$ cat src/rtl/alu_share_sched.sv
// Round-robin sequencer for the shared 32-bit logic/compare unit; logic ops respond 2 cycles after grant, compares 3.
// Grants only from IDLE; the response is held in DONE until resp_ack, which stalls all new grants.
module alu_share_sched #(
  parameter bit PRIO_RESET = 1'b0
) (
  input  logic        clk,
  input  logic        rst_n,
  input  logic        req0_valid,
  input  logic        req0_cls,
  input  logic [2:0]  req0_op,
  input  logic [31:0] req0_a,
  input  logic [31:0] req0_b,
  input  logic        req1_valid,
  input  logic        req1_cls,
  input  logic [2:0]  req1_op,
  input  logic [31:0] req1_a,
  input  logic [31:0] req1_b,
  output logic        gnt0,
  output logic        gnt1,
  output logic        busy,
  output logic        resp_valid,
  output logic        resp_id,
  output logic [31:0] resp_data,
  output logic        resp_err,
  input  logic        resp_ack
);

  typedef enum logic [2:0] {IDLE, LOGIC, SUB, EVAL, DONE} state_t;

  state_t      state;
  logic        prio;
  logic [2:0]  cur_op;
  logic [31:0] cur_a;
  logic [31:0] cur_b;
  logic        flag_z;
  logic        flag_n;
  logic        flag_v;

  logic        can_grant;
  logic        sel_cls;
  logic [2:0]  sel_op;
  logic [31:0] sel_a;
  logic [31:0] sel_b;
  logic [31:0] diff;
  logic        lt;
  logic        cond;
  logic [31:0] logic_res;
  logic        logic_err;
  logic        cmp_err;

  // Grants are gated by reset so both pulses read low while rst_n is asserted.
  assign can_grant = rst_n && (state == IDLE);
  assign gnt0      = can_grant && req0_valid && (!req1_valid || !prio);
  assign gnt1      = can_grant && req1_valid && (!req0_valid || prio);

  assign sel_cls = gnt1 ? req1_cls : req0_cls;
  assign sel_op  = gnt1 ? req1_op  : req0_op;
  assign sel_a   = gnt1 ? req1_a   : req0_a;
  assign sel_b   = gnt1 ? req1_b   : req0_b;

  assign diff      = cur_a - cur_b;
  assign lt        = flag_n ^ flag_v;
  assign logic_err = cur_op[2] | (cur_op[1:0] == 2'b11);
  assign cmp_err   = cur_op[2] & cur_op[1];

  always_comb begin
    logic_res = '0;
    case (cur_op[1:0])
      2'b00:   logic_res = cur_a & cur_b;
      2'b01:   logic_res = cur_a | cur_b;
      2'b10:   logic_res = cur_a ^ cur_b;
      default: logic_res = '0;
    endcase
  end

  always_comb begin
    cond = 1'b0;
    case (cur_op)
      3'b000:  cond = flag_z;
      3'b001:  cond = !flag_z;
      3'b010:  cond = flag_z | lt;
      3'b011:  cond = lt;
      3'b100:  cond = !lt;
      3'b101:  cond = !flag_z & !lt;
      default: cond = 1'b0;
    endcase
  end

  always_ff @(posedge clk or negedge rst_n) begin
    if (!rst_n) begin
      state      <= IDLE;
      prio       <= PRIO_RESET;
      cur_op     <= '0;
      cur_a      <= '0;
      cur_b      <= '0;
      flag_z     <= 1'b0;
      flag_n     <= 1'b0;
      flag_v     <= 1'b0;
      busy       <= 1'b0;
      resp_valid <= 1'b0;
      resp_id    <= 1'b0;
      resp_data  <= '0;
      resp_err   <= 1'b0;
    end else begin
      case (state)
        IDLE: begin
          if (gnt0 || gnt1) begin
            cur_op  <= sel_op;
            cur_a   <= sel_a;
            cur_b   <= sel_b;
            resp_id <= gnt1;
            prio    <= ~gnt1;
            busy    <= 1'b1;
            state   <= sel_cls ? SUB : LOGIC;
          end
        end
        LOGIC: begin
          resp_data  <= logic_err ? 32'h0 : logic_res;
          resp_err   <= logic_err;
          resp_valid <= 1'b1;
          state      <= DONE;
        end
        SUB: begin
          flag_z <= (diff == 32'h0);
          flag_n <= diff[31];
          flag_v <= (cur_a[31] != cur_b[31]) && (diff[31] != cur_a[31]);
          state  <= EVAL;
        end
        EVAL: begin
          resp_data  <= {31'b0, cond & ~cmp_err};
          resp_err   <= cmp_err;
          resp_valid <= 1'b1;
          state      <= DONE;
        end
        DONE: begin
          if (resp_ack) begin
            resp_valid <= 1'b0;
            busy       <= 1'b0;
            state      <= IDLE;
          end
        end
        default: state <= IDLE;
      endcase
    end
  end

endmodule
$ cat config.mk
export PLATFORM = sky130hd
export DESIGN_NAME = alu_share_sched
export DESIGN_NICKNAME = d
export VERILOG_FILES = /design/src/rtl/alu_share_sched.sv
export SDC_FILE = /design/constraint.sdc
export NUM_CORES = 1
export LEC_CHECK = 0
export CORE_MARGIN = 4
export CORE_UTILIZATION = 47
export CTS_CLUSTER_DIAMETER = 100
export DETAILED_ROUTE_END_ITERATION = 10
export DONT_BUFFER_PORTS = 1
export SLEW_MARGIN = 20
export SYNTH_ARGS = -nofsm -noshare
export SYNTH_HDL_FRONTEND = slang
export SYNTH_SLANG_ARGS = --single-unit
$ cat constraint.sdc
create_clock -name clk -period 6 [get_ports clk]
set_input_delay 0.3 -clock clk [delete_from_list [all_inputs] [get_ports clk]]
set_output_delay 0.3 -clock clk [all_outputs]
set_load 0.005 [all_outputs]
After elaboration in Yosys (flattened, before gate mapping)
Index checks and enable logic that the tools add are counted.
{"block": "word_totals", "register_bits": 110, "elab_cells": 84}
{"block": "op_classes", "add_sub_neg": 1, "eq_ne": 16, "muxes": 17, "bitwise": 11, "reduce_logical": 26}
{"cell": "32-bit 2-to-1 mux", "count": 3}
{"cell": "32-bit case mux with 3 select lines", "count": 1}
{"cell": "32-bit case mux with 2 select lines", "count": 1}
{"cell": "32-bit AND", "count": 1}
{"cell": "32-bit logical NOT", "count": 1}
{"cell": "32-bit bitwise OR", "count": 1}
{"cell": "32-bit subtractor", "count": 1}
{"cell": "32-bit XOR", "count": 1}
{"cell": "3-bit by 2-bit == test with 1-bit output, second input constant", "count": 4}
{"cell": "3-bit case mux with 4 select lines", "count": 1}
{"cell": "3-bit == test, second input constant", "count": 3}
{"cell": "3-bit 2-to-1 mux", "count": 3}
{"cell": "3-bit by 1-bit == test with 1-bit output, second input constant", "count": 2}
{"cell": "1-bit logical AND", "count": 6}
{"cell": "3-bit logical NOT", "count": 2}
{"cell": "1-bit case mux with 2 select lines", "count": 3}
{"cell": "1-bit case mux with 6 select lines", "count": 1}
{"cell": "2-bit AND reduction", "count": 3}
{"cell": "2-bit nonzero test", "count": 3}
{"cell": "1-bit logical NOT", "count": 5}
{"cell": "2-bit == test, second input constant", "count": 2}
{"cell": "1-bit AND", "count": 3}
{"cell": "1-bit logical OR", "count": 3}
{"cell": "1-bit 2-to-1 mux", "count": 3}
{"cell": "11 further kinds", "count": 14}

Logic depth before layout (Yosys ltp)
Gate-level depths: netlist of the first run.
{"block": "logic_depth", "ltp_word": 8, "depth_mapped": 12, "mapped_depth_nobuf": 12}

Least setup slack after synthesis of the first run
Ideal clock, no wire load.
{"block": "synth_timing", "path_kind": "flip-flop to flip-flop", "start": "reg cur_a[0]", "end": "reg flag_z", "t_arrival_ns": 3.105, "slack_ns": 2.821, "path_stages_with_launch": 13, "synth_period_minus_slack_ns": 3.179, "path_cell_list": "dfrtp_1 > inv_1 > ha_1 > fa_1 > o21bai_1 > nand4_1 > nand2_2 > mux2_1 > or4_4 > nor4_2 > o2111ai_1 > a2111o_1 > o21ai_2"}
{"block": "synth_via", "elab_chain_len": 2}
{"item": "from (decl)", "line": "33", "text": "logic [31:0] cur_a;"}
{"item": "from (signal assigned)", "line": "109", "text": "cur_a <= sel_a;"}
{"item": "32-bit subtractor", "line": "61", "text": "assign diff = cur_a - cur_b;"}
{"item": "32-bit logical NOT", "line": "124", "text": "flag_z <= (diff == 32'h0);"}
{"item": "to (signal assigned)", "line": "124"}
{"item": "to (decl)", "line": "35", "text": "logic flag_z;"}
No other way between the ends.
A chain may end at the register's enable or synchronous reset.

Worst setup path in the final report of the first run
{"block": "layout_timing", "start": "reg cur_a[12]", "end": "reg flag_z"}
Same word-level chain as after synthesis.

==> results of run 1 <==
[logic make-up (layout without fill, tap and decap cells)]
kind of cell	Yosys count	in the layout	synth area share (%)
adders and majority gates	96	96	14.3
DFF	110	110	32.5
xor gates and xnor gates	5	5	0.517
and+or+nand+nor	237	237	14.6
buffers and inverters	156	117	7.61
other	0	1	0
AOI/OAI and AO/OA	275	275	25.5
muxes	42	42	5.02
[cell type report]
| cell class | count | share of cell area [%] |
|---|---|---|
| inverter | 91 | 3.91 |
| timing repair buffer | 10 | 1.10 |
| tap | 225 | 3.18 |
| sequential | 110 | 31.1 |
| clock buffer | 9 | 2.54 |
| clock inverter | 7 | 0.875 |
| multi-input combinational | 655 | 57.3 |
| antenna | 1 | 0.0282 |
[cells in the mapped netlist (all sizes together) (5+ instances only)]
master  count  area [um^2]
dfrtp     110         2750
ha         95         1190
inv        91          342
nor3       76          380
a221o      64          641
clkbuf     47          206
nor2       42          158
nand2      39          149
mux2i      38          380
o22ai      36          225
a21oi      35          175
a22o       31          272
o21ai      27          139
buf        18         96.3
nor4       18          140
nor2b      17          106
nand3      12         60.1
o211ai      8         60.1
o31ai       8         60.1
a211oi      7         52.6
o311ai      7         61.3
a31oi       5         31.3
nand2b      5         31.3
nand4       5         31.3
[power breakdown]
| group | internal, uW | switching, uW | total (uW) |
|---|---|---|---|
| Sequential | 1090 | 285 | 1380 |
| Clock | 297 | 326 | 623 |
| Combinational | 1670 | 2690 | 4360 |
| Total | 3060 | 3300 | 6360 |
[through the flow]
stage	area, um^2	hold WS, ns	std cells	util, %
floorplan	8470	0.00441	921	-
global placement	8520	0.00736	1089	48.7
detailed placement	8520	0.00801	1089	48.7
CTS	8860	0.0443	1107	50.7
global route	8860	0.0492	1108	50.7
finish	8860	0.0577	1108	50.7
[final timing paths]
check	start	end	slack (ns)
setup / recovery	cur_a[12]	flag_z	2.23
hold / removal	resp_ack	state[2]	0.06
setup reg to reg	cur_a[12]	flag_z	2.23
hold reg to reg	flag_v	flag_v	0.52
max in group asynchronous	rst_n	cur_op[1]	4.94
min in group asynchronous	rst_n	cur_b[14]	0.54
[sequential cells by signal, indices dropped and copies added, names as in the netlist]
register	flops
resp_id	1
flag_n	1
cur_a	32
resp_data	32
flag_z	1
resp_valid	1
busy	1
cur_b	32
state	3
resp_err	1
flag_v	1
prio	1
cur_op	3
[metal layers]
layer	part of all wire [%]	vias up	wire (um)	track usage, %
li1	-	3382	-	-
met1	46	3606	11600	34.4
met2	47	272	12000	39.8
met3	5.4	34	1360	3.83
met4	1.9	0	471	7.37
met5	0	-	0	0
==> metrics.yaml, run 1 <==
tritoncts_num_sinks: 110
crit_required_ns: 6.30
critPathMaxFanout: 12
multi_input_gate_area_mm2: 0.00508
end_kind: "flip-flop"
grt_first_pass_wirelength_mm: 39.7
cts_made_buffers: 9
number_of_buffers_added_to_fix_hold_violations_after_cts: 2
outcome: "completed"
place.detailed.hpwl_mm: 18.5
clk_pin_slew_ns: 0.09
later_pin_clock_latency_in_the_skew_report_ns: 0.37
floorplan.io_pins: 179
filler_cell_count: 1641
grt_max_degree: 111
layout.nets: 1114
io_buffer_count: 0
ant_nets: 0
commonest_cells_after_routing_fill_and_taps_aside: "sky130_fd_sc_hd__dfrtp_1, sky130_fd_sc_hd__ha_1, sky130_fd_sc_hd__inv_1"
die-width_um: 142
layout_cells_sized_above_1_pct: 5.56
cp_cell_sequence: "inv_1 -> ha_1 -> nor2b_1 -> o21ai_0 -> a21oi_1 -> a2111oi_0 -> nand4_1 -> nor4_2 -> o2111ai_1 -> a2111o_1 -> o21ai_2"
max_slew.worst_pin.slew_ns: 0.988
overflow: 0
min-delay-path-class: "input port to flip-flop"
placement.setup.worst_slack_ns: 2.26
synth_seq_area_share_pct: 32.5
min_delay_path_depth: 1
ys_types: 80
detailroute.via_count: 7294
slew_viol_final: 0
tritoncts: "yes"
gpl.final_weighted_congestion: 0.862
post-layout-total-power_uw: 6360
core_mm2: 0.0175
layout_commonest_cell: "sky130_fd_sc_hd__dfrtp_1"
clock_skew_ns: 0.0115
totalNegativeSetupSlack_ns: 0
drt_pre_antenna_iters: 5
yosys_register_bits: 110
cp_slowest_cell: "sky130_fd_sc_hd__a2111oi_0"
power.ir.vdd_worst_uv: 307
synth_top_flop_cell: "sky130_fd_sc_hd__dfrtp_1"
postSynthNetCount: 1158
post_drt_via_cell_ratio: 6.58
synth-edff-count: 0
groute.usage.overall_pct: 24.7
antenna_found_initial: 1
worst-endpoint-arrival_ns: 4.07
maxCapViolCount: 0
syn-cell-area_mm2: 0.00847
setup-violations-final: 0
via_count_of_the_first_global_routing_pass: 7122
yosysWarningCount: 0
rows: 48
seq_area_mm2: 0.00275
syn2layout_area_growth_pct: 4.67
cts_repair_resize_count: 0
reg2reg_depth: 11
cp_num_buf_inv: 1
netlist_instances: 921
timing.critical_path.max_delay_family: "compound AO/OA/AOI/OAI gates"
criticalPathCategory: "flip-flop to flip-flop"
initial_utilization_pct: 48.4
power_density_mw_per_mm2: 717
clockRootBuffer: "sky130_fd_sc_hd__clkbuf_16"
drt_iter0_markers: 595
totalWireLength_mm: 25.4
synthesis.area_per_instance_um2: 9.19
die_area_mm2: 0.0202
worstSetupPathDepth: 11
max-clock-path-buffers: 2
finalWorstSetupSlack_ns: 2.23
cts_max_level: 3
grt_setup_unrepaired: "false"
post-route-min-period_ns: 3.77
timing.fmax_mhz: 266
timing.final.hold_violations: 0
critPathLaunchType: "flip-flop"
dieHeight_um: 142
critical-path-max-stage-delay_ns: 0.66
power.leakage_uw: 0.00397
drc: 0
period_share_pct: 62.8
post-cts-setup-buffer-count: 0
synth-async-reset-ratio_pct: 100
post_detailed_route_wirelength_per_cell_um: 22.9
max_slew_margin_pct: 34.2
Power figures use the tool's default switching activity.
==> run 2, diff against run 1 <==
clock period = 3.6 ns   (was 6 ns; I/O delays follow)
==> run 2 against run 1 <==
Net effect:
- clock skew shrank 0.0016 ns
- sequential share of layout area shrank 4.9 points
- register-to-register slack lost 2.0 ns
- cell count grew 15%
- sequential cell count is the same
- non-clock buffer count grew 167
- critical path type unchanged
==> metrics.yaml, run 2 (same netlist as run 1, synthesis figures left out) <==
grt_first_pass_wirelength_mm: 43.2  # +8.9%
worst-endpoint-arrival_ns: 3.70  # -0.37 ns
critPathLaunchType: "flip-flop"
drt-met1-wl_mm: 12.1  # +4.1%
syn2layout_area_growth_pct: 24.2
detailroute.via_count: 7923  # +8.6%
cp_slowest_cell: "sky130_fd_sc_hd__o311ai_0"
core_mm2: 0.0175  # unchanged
crit_required_ns: 3.91  # -2.39 ns
dieHeight_um: 142  # unchanged
io_buffer_count: 0  # unchanged
cts_max_level: 3  # unchanged
die_area_mm2: 0.0202  # unchanged
commonest_cells_after_routing_fill_and_taps_aside: "sky130_fd_sc_hd__dlygate4sd3_1, sky130_fd_sc_hd__dfrtp_1, sky130_fd_sc_hd__ha_1"
setup-violations-final: 0  # unchanged
max_slew.worst_pin.slew_ns: 0.978  # -0.00963 ns
rows: 48  # unchanged
tritoncts_num_sinks: 110  # unchanged
layout_cells_sized_above_1_pct: 8.20  # +2.6 points
critical_path.most_common_cell: "sky130_fd_sc_hd__o311ai_0"
totalWireLength_mm: 27.2  # +7.0%
critical-path-max-stage-delay_ns: 0.60  # -0.06 ns
detail_route_met2_wl_mm: 13.3  # +11%
place.detailed.hpwl_mm: 19.3  # +4.4%
antenna_found_initial: 0  # -1
critPathMaxFanout: 7  # -5
overflow: 0  # unchanged
layout_commonest_cell: "sky130_fd_sc_hd__dlygate4sd3_1"
totalNegativeSetupSlack_ns: 0  # unchanged
maxCapViolCount: 0  # unchanged
power_density_mw_per_mm2: 1120  # +57%
min-delay-path-class: "input port to flip-flop"
ant_nets: 0  # unchanged
post_detailed_route_wirelength_per_cell_um: 21.4  # -6.9%
filler_cell_count: 1484  # -9.6%
drc: 0  # unchanged
layout.nets: 1281  # +15%
timing.final.hold_violations: 0  # unchanged
met3_wire_length_mm: 1.37  # +0.59%
cp_cell_sequence: "inv_1 -> ha_1 -> buf_4 -> nor2b_1 -> o311ai_0 -> o311ai_0 -> o22ai_1 -> a21oi_1 -> mux2i_1 -> a211o_1 -> a2111o_1 -> o21ai_2"
die-width_um: 142  # unchanged
timing.fmax_mhz: 295  # +11%
highest_layer: "met4"
clock_skew_ns: 0.00992  # -0.00162 ns
end_kind: "flip-flop"
clk_pin_slew_ns: 0.08  # about the same
outcome: "completed"
timing.critical_path.max_delay_family: "compound AO/OA/AOI/OAI gates"
later_pin_clock_latency_in_the_skew_report_ns: 0.37  # about the same
power.leakage_uw: 0.00473  # +19%
diodes: 0  # -1
tritoncts: "yes"
grt_max_degree: 111  # unchanged
drt_pre_antenna_iters: 5  # unchanged
cts_made_buffers: 9  # unchanged
post_drt_via_cell_ratio: 6.22  # -5.5%
criticalPathCategory: "flip-flop to flip-flop"
drt_iter0_markers: 490  # -18%
clockRootBuffer: "sky130_fd_sc_hd__clkbuf_16"
worst_hold_slack_ns: 0.0393  # -0.0184 ns
initial_utilization_pct: 48.4  # unchanged
max-clock-path-buffers: 2  # unchanged
grt_setup_unrepaired: "false"
post-route-min-period_ns: 3.40  # -0.370 ns
groute.usage.overall_pct: 26.7  # +2.0 points
cp_num_buf_inv: 2  # +1
period_share_pct: 94.3  # +32 points
slew_viol_final: 0  # unchanged
largestRegisters: "cur_a: 32 flops, cur_b: 32 flops, resp_data: 32 flops"
gpl.final_weighted_congestion: 0.910  # +5.5%
max_slew_margin_pct: 34.8  # +0.64 points
floorplan.io_pins: 179  # unchanged
power.ir.vdd_worst_uv: 610  # +99%
post-layout-total-power_uw: 11800  # +86%
via_count_of_the_first_global_routing_pass: 8195  # +15%
final_core_utilization_pct: 60.2  # +9.5 points
[run 2: cell count changes in the layout (fill, tap and decap cells not counted), sizes merged]
cell / previous run / this run
buf: 9 / 41
diode: 1 / 0
dlygate4sd3: 1 / 136
[run 2: metal layers]
| metal | vias to the layer above | global-route usage, % |
|---|---|---|
| met5 | - | 0 |
| met4 | 0 | 7.17 |
| met3 | 29 | 4.20 |
| met2 | 262 | 45.6 |
| met1 | 3936 | 35.2 |
| li1 | 3696 | - |
[run 2: what timing repair did]
action                                 CTS  global route
endpoints found under the hold margin  180             0
resized for setup                        0             8
setup endpoints to repair                0             3
hold buffers                           137             0
setup buffers                            0             1
[run 2: power breakdown]
group	switching, uW	total, uW	leakage (uW)	internal [uW]
combinational	4650	8370	0.00320	3730
sequential	593	2410	0.00139	1820
clock	545	1040	0.000147	493
total	5790	11800	0.00473	6040
[run 2: path summary, 6_finish.rpt]
kind	from	to	slack (ns)	cells past startpoint
worst max-delay path	cur_a[15]	flag_z	0.20	12
worst min-delay path	req0_cls	state[0]	0.04	2
worst max register to register	cur_a[15]	flag_z	0.20	12
worst min register to register	flag_v	flag_v	0.51	2
max in group asynchronous	rst_n	cur_op[1]	2.69	2
min in group asynchronous	rst_n	cur_b[16]	0.36	2
[run 2: cell type report]
type	instances	area, um^2	share of cell area, %
clock buffers	9	225	2.14
clock inverters	7	76.3	0.726
inverters	91	347	3.30
multi-input cells	655	5120	48.7
flip-flops and latches	110	2750	26.2
well taps	225	282	2.68
repair buffers	177	1710	16.3
[run 2: through the flow]
stage / worst slack, ns / std cells / area, um^2
2_1_floorplan: 0.421 / 921 / 8470
3_3_place_gp: 0.245 / 1120 / 8780
3_5_place_dp: 0.116 / 1120 / 8780
4_1_cts: 0.108 / 1273 / 10500
5_1_grt: 0.00000933 / 1274 / 10500
6_report: 0.205 / 1274 / 10500
